==> config.mk <==
export PLATFORM = sky130hd
export DESIGN_NAME = prefix_addsub_seq
export DESIGN_NICKNAME = d
export VERILOG_FILES = /design/src/rtl/prefix_addsub_seq.sv
export SDC_FILE = /design/constraint.sdc
export NUM_CORES = 2
export LEC_CHECK = 0
export CAP_MARGIN = 20
export CORE_AREA = 2 2 604 606
export DETAILED_ROUTE_END_ITERATION = 8
export DIE_AREA = 0 0 606 608
export GPL_ROUTABILITY_DRIVEN = 1
export GPL_TIMING_DRIVEN = 1
export PLACE_DENSITY = 0.45
export SLEW_MARGIN = 20
export SYNTH_ARGS = -nofsm -noshare
export SYNTH_HDL_FRONTEND = slang
export SYNTH_SLANG_ARGS = --single-unit
==> constraint.sdc <==
create_clock -name clk -period 5.85 [get_ports clk]
set_clock_uncertainty 0.2 [all_clocks]
set_input_delay 1.4625 -clock clk [delete_from_list [all_inputs] [get_ports clk]]
set_output_delay 1.4625 -clock clk [all_outputs]
set_load 0.02 [all_outputs]
==> src/rtl/prefix_addsub_seq.sv <==
// prefix_addsub_seq: limb-serial wide adder/subtractor with Kogge-Stone slice carries and compare flags
module prefix_addsub_seq #(
  parameter int WIDTH = 512,
  parameter int LIMB  = 64
) (
  input  logic             clk,
  input  logic             rst_n,
  input  logic             start,
  input  logic             mode,
  input  logic [WIDTH-1:0] a,
  input  logic [WIDTH-1:0] b,
  output logic             busy,
  output logic             done,
  output logic [WIDTH-1:0] result,
  output logic             carry_out,
  output logic             zero,
  output logic             a_lt_b
);
  localparam int NLIMB = WIDTH / LIMB;
  localparam int IW    = NLIMB > 1 ? $clog2(NLIMB) : 1;
  localparam int LVL   = $clog2(LIMB);
  typedef enum logic [1:0] {IDLE, RUN, DONE} state_t;
  state_t r_state, w_next;
  logic [WIDTH-1:0] r_a, r_b;
  logic r_mode, r_carry, r_nz;
  logic [IW-1:0] r_idx;
  logic w_accept, w_last, w_cout;
  logic [LIMB-1:0] w_as, w_bs, w_c, w_sum;
  logic [LVL:0][LIMB-1:0] w_g, w_p;
  assign w_accept = start && r_state != RUN;
  assign w_last   = r_idx == IW'(NLIMB - 1);
  always_ff @(posedge clk or negedge rst_n)
    if (!rst_n) r_state <= IDLE;
    else r_state <= w_next;
  always_comb w_next = r_state == RUN ? (w_last ? DONE : RUN) : (start ? RUN : IDLE);
  always_comb begin
    busy = r_state == RUN;
    done = r_state == DONE;
  end
  assign w_as   = r_a[r_idx*LIMB +: LIMB];
  assign w_bs   = r_b[r_idx*LIMB +: LIMB] ^ {LIMB{r_mode}};
  assign w_g[0] = w_as & w_bs;
  assign w_p[0] = w_as ^ w_bs;
  // Each level combines every bit with the one 2^l below; the low 2^l bits pass through unchanged.
  for (genvar l = 0; l < LVL; l++) begin : g_lvl
    assign w_g[l+1] = w_g[l] | (w_p[l] & (w_g[l] << (1 << l)));
    assign w_p[l+1] = w_p[l] & ~((~w_p[l]) << (1 << l));
  end
  assign w_c    = {w_g[LVL][LIMB-2:0] | (w_p[LVL][LIMB-2:0] & {(LIMB-1){r_carry}}), r_carry};
  assign w_sum  = w_p[0] ^ w_c;
  assign w_cout = w_g[LVL][LIMB-1] | (w_p[LVL][LIMB-1] & r_carry);
  always_ff @(posedge clk or negedge rst_n)
    if (!rst_n) begin
      r_a       <= '0;
      r_b       <= '0;
      r_mode    <= 1'b0;
      r_carry   <= 1'b0;
      r_nz      <= 1'b0;
      r_idx     <= '0;
      result    <= '0;
      carry_out <= 1'b0;
      zero      <= 1'b0;
      a_lt_b    <= 1'b0;
    end else if (w_accept) begin
      r_a       <= a;
      r_b       <= b;
      r_mode    <= mode;
      r_carry   <= mode;
      r_nz      <= 1'b0;
      r_idx     <= '0;
      carry_out <= 1'b0;
      zero      <= 1'b0;
      a_lt_b    <= 1'b0;
    end else if (r_state == RUN) begin
      result[r_idx*LIMB +: LIMB] <= w_sum;
      r_carry <= w_cout;
      r_idx   <= r_idx + 1'b1;
      r_nz    <= r_nz | (|w_sum);
      if (w_last) begin
        carry_out <= w_cout;
        zero      <= ~(r_nz | (|w_sum));
        a_lt_b    <= r_mode & ~w_cout;
      end
    end
endmodule

# Word-level counts from Yosys, hierarchy flattened
# Cells that the tools add are included.
# op_classes
n_addsub	2
n_eq_ne	4
shift	4
n_mux	19
bitwise	43
reduce_logical	6
# ops
operator	count
$shiftx 512x10->64	2
$and 64x64->64	13
$bwmux 512	1
$shift 64x34->512 const A	1
$shiftx 64x34->512	1
$not 64->64	6
$or 64x64->64	6
$xor 64x64->64	3
$reduce_or 64->1	1
$and 63x63->63	1
$not 63->63	1
$or 63x63->63	1
$not 62->62	1
$not 60->60	1
$not 56->56	1
$not 48->48	1
$neg 9->34	1
$not 32->32	1
$mux 1	14
$mux 3	2
$mux 2	2
$reduce_and 2->1	2
$reduce_bool 2->1	2
$add 3x1->3 const B	1
other kinds (8)	12
# word_totals
ff_bits	1547
inputBits	1028
out_inout_bits	517
wordCells	89

# Depth between registers and ports, before layout
# logic_depth
ltp_word	30
mapped_depth	19
ltp_nobuf	15

# Worst setup path after synthesis
# OpenSTA, ideal clock, no wires.
# synth_timing
kind	register -> register
start	register r_idx[0]
end	register zero
setup_ns	0.121
arrival_ns	4.949
required_time_ns	5.529
path_slack_ns	0.580
path_stages_with_launch	19
n_path_buf	4
period_less_slack_ns	5.270
path_cell_list	dfrtp_1 clkbuf_1 clkbuf_1 buf_1 mux4_2 mux2i_1 xnor2_1 ha_1 clkbuf_1 nand2_1 o21ai_0 a21oi_1 o31ai_1 mux2_2 nor4_1 a221oi_2 and4b_1 and4_1 a32o_2
# synth_via
elab_chain_cells	28
elab_cells_between_ends	47
cone_classes	eq/ne: 1; shift: 2; mux: 3; bitwise: 38; reduce/logical: 3
# synth_rtl
element	line_no	rtl
start: declaration	26	logic [IW-1:0] r_idx;
start signal: assignment	77	r_idx <= r_idx + 1'b1;
branches (longest 28 deep; another with $shiftx 512x10->64)	--	
end signal: assignment	81	zero <= ~(r_nz | (|w_sum));
end: declaration	16	output logic zero,
# Several ways; the timed one is not identified. The select of a mux whose other input is x is not followed.
# A chain may end at the register's enable or synchronous reset.

# Final worst setup path
# Same ends and word-level chain as after synthesis.

==> out/results.ini <==
[floorplanning]
num_rows = 221
initial_utilization_pct = 19.72
die_w_um = 606
pin_count = 1545
die_h_um = 608
coreArea_um2 = 361700
die_area_um2 = 368400

[sta]
rsz0062_at_grt = true
min_period_ps = 5754
final_max_slew_viol_count = 0
slew_headroom_pct = 20.68
fmax_mhz = 173.8
setup_violations = 0
hold_viol_final = 0
setup_tns_ps = 0
tightest_slew_ps = 1190
whs_ps = 267.7
fin_crit_sh_pct = 98.36
setup_ws_ps = 95.69

[logic_synthesis]
syn_inst = 7772
ys.flop_type = dfrtp_1
synthArstFlopShare_pct = 100.0
syn_nets = 8870
synth_cell_type_count = 101
synth_warnings = 0
netlist_area_um2 = 71320
synth_edf_count = 0
synth.avg_cell_area_um2 = 9.177
synth-seq-area-share_pct = 54.28
synth-seq-cells = 1547

[critical_path]
start_kind = flip-flop
critPathBufInv = 4
crit_top_cell = buf_4
crit_required_ps = 6480
critPathCaptureType = flip-flop
worstPathArrival_ps = 6380
max_stage_delay_ps = 550
cp_top_family = simple AND/OR/NAND/NOR gates
crit_type = flip-flop to flip-flop
path_max_fanout = 18
crit_path_top_delay_cell = mux4_2
cp_cell_sequence = buf_4, buf_16, mux4_2, nand2_1, nand2_2, ha_2, buf_4, a21oi_1, o21a_1, buf_4, mux2i_1, nor4_4, nand3_1, nor4_4, nand4_1, and4bb_1, and4_1, a32o_2

[clocking]
tritoncts = built
path_clk_slew_ps = 70
cts_buffers = 190
clk_latency_ps = 930
clock_sinks = 1547
cts_buffer_depth = 4
ctsHoldBuffers = 0
clock_tree.root_cell = clkbuf_16
htree_num_levels = 4

[job]
maxCapViolations = 0

[global_route]
antenna_found_initial = 103
grt_start_max_net_pins = 175
grt_pass1_vias = 65567
overflow = 0
grt_pass1_wl_um = 551500
track_usage_pct = 21.53

[routing]
wl_met3_um = 21650
drtIter0Drc = 5477
drtPass1Iterations = 7
top_layer_used = met5
via_count = 63762
drt.antenna.violating_nets = 0
via_per_inst = 4.426
totalWireLength_um = 408600
wl_met1_um = 161900
wl_per_cell_um = 28.36
wl_met2_um = 208200
drc = 0

[run_status]
outcome = finished, final reports clean

[final_layout]
stdcell_area_um2 = 101900
layout.nets = 10542
final_layout_size_suffix_gt1_share_pct = 12.01
syn_to_final_growth_pct = 42.91

[placement]
routabilityCongestion = 0.9378
post-dp-hpwl_um = 323900
post-place-ws_ps = -693.1
io_buffers = 1544
place_area_um2 = 95260

[min_path]
worst_hold_path_type = flip-flop to flip-flop

logic make-up after synthesis:
family | Yosys count | share of synthesized area (%)
muxes | 342 | 9.319
DFF | 1547 | 54.28
AOI/OAI and AO/OA | 799 | 7.005
and+or+nand+nor | 4382 | 24.01
xor gates and xnor gates | 103 | 1.265
buffers and inverters | 529 | 2.881
adders and majority gates | 70 | 1.239
sequential cells by signal, summed over array words and instances (netlist names):
register   count
r_nz           1
r_b          512
carry_out      1
r_a          512
zero           1
r_carry        1
a_lt_b         1
r_idx          3
r_mode         1
r_state        2
result       512
placed cells by master, fill, tap and decap left out, drive strengths merged, types with 6 or more instances in the layout:
master         count
o21bai             6
xor2              20
o211ai            12
ha                69
inv               31
nor2             121
buf              443
o21ai            425
nor2b              6
a21o              28
mux4             256
and2               8
o31ai            115
nor3              23
dfrtp           1547
mux2i             70
o21a              18
clkbuf           267
a21oi             98
or2               35
nand3             30
xnor2             83
and3              17
and4              15
nand4             39
nand2           4015
clkdlybuf4s50   1543
a211oi            17
or3               14
diode             37
bufinv             9
mux2              16
clkinvlp           8
nand2b            21
clkinv            31
nor4              12
cell usage after synthesis, types with 28 or more instances:
master	number	area (µm²)
mux2i_1	70	700.7
clkbuf_1	428	1607
xnor2_1	83	727.0
buf_1	49	183.9
nand2_1	4014	15070
nor2_1	121	454.2
o31ai_1	110	825.8
nand3_1	30	150.1
nand4_1	38	237.7
o21ai_0	400	2002
a21o_1	28	210.2
a21oi_1	87	435.4
ha_1	69	863.3
or2_2	33	206.5
dfrtp_1	1547	38710
mux4_2	256	5766
area by class of cell:
cell class | count | area, µm²
clock inverters | 59 | 708.2
inverters | 20 | 88.84
well taps | 4794 | 5998
diodes | 37 | 92.59
fillers | 38369 | 259800
multi-input cells | 5696 | 31030
flip-flops and latches | 1547 | 38730
repair buffers | 1989 | 19900
clock buffers | 264 | 5384
stage by stage:
stage,std cells,util (%)
finish,14406,28.18
floorplan,7772,-
global route,14399,28.18
global placement,14036,26.33
detailed placement,14036,26.34
CTS,14361,28.06
timing repair:
item / CTS / global route
gates resized for setup: 26 / 40
buffers inserted: 2 / 5
pin swaps: 2 / 2
endpoints found under the setup margin: 43 / 91
gates cloned: 0 / 3
hold endpoints to repair: 0 / 0
worst register-to-register path: cells and delay by family, from the launching register on:
| kind | cells | cell delay [ps] |
|---|---|---|
| AND/OR/NAND/NOR | 8 | 2430 |
| multiplexers | 2 | 880 |
| buffers and inverters | 4 | 690 |
| AO/OA/AOI/OAI | 3 | 620 |
| flip-flops | 1 | 510 |
| adder cells (fa/ha/maj) | 1 | 380 |
final timing paths:
kind	endpoint	from	slack (ps)	cells after the start
worst max-delay path	zero	r_idx[0]	100	18
worst max register to register	zero	r_idx[0]	100	18
min in group asynchronous	r_b[98]	rst_n	300	1
worst min register to register	r_a[181]	r_a[181]	270	2
worst min-delay path	r_a[181]	r_a[181]	270	2
max in group asynchronous	result[205]	rst_n	3380	3
metal layers:
layer	vias up	GRT usage (%)
met5	-	0
met4	14	8.075
met3	519	3.241
met2	2217	38.50
met1	32146	25.86
li1	28866	-
Power is left out: the tool's default activity adds up to more than one toggle a clock period on the data nets, which glitch-free logic cannot reach.
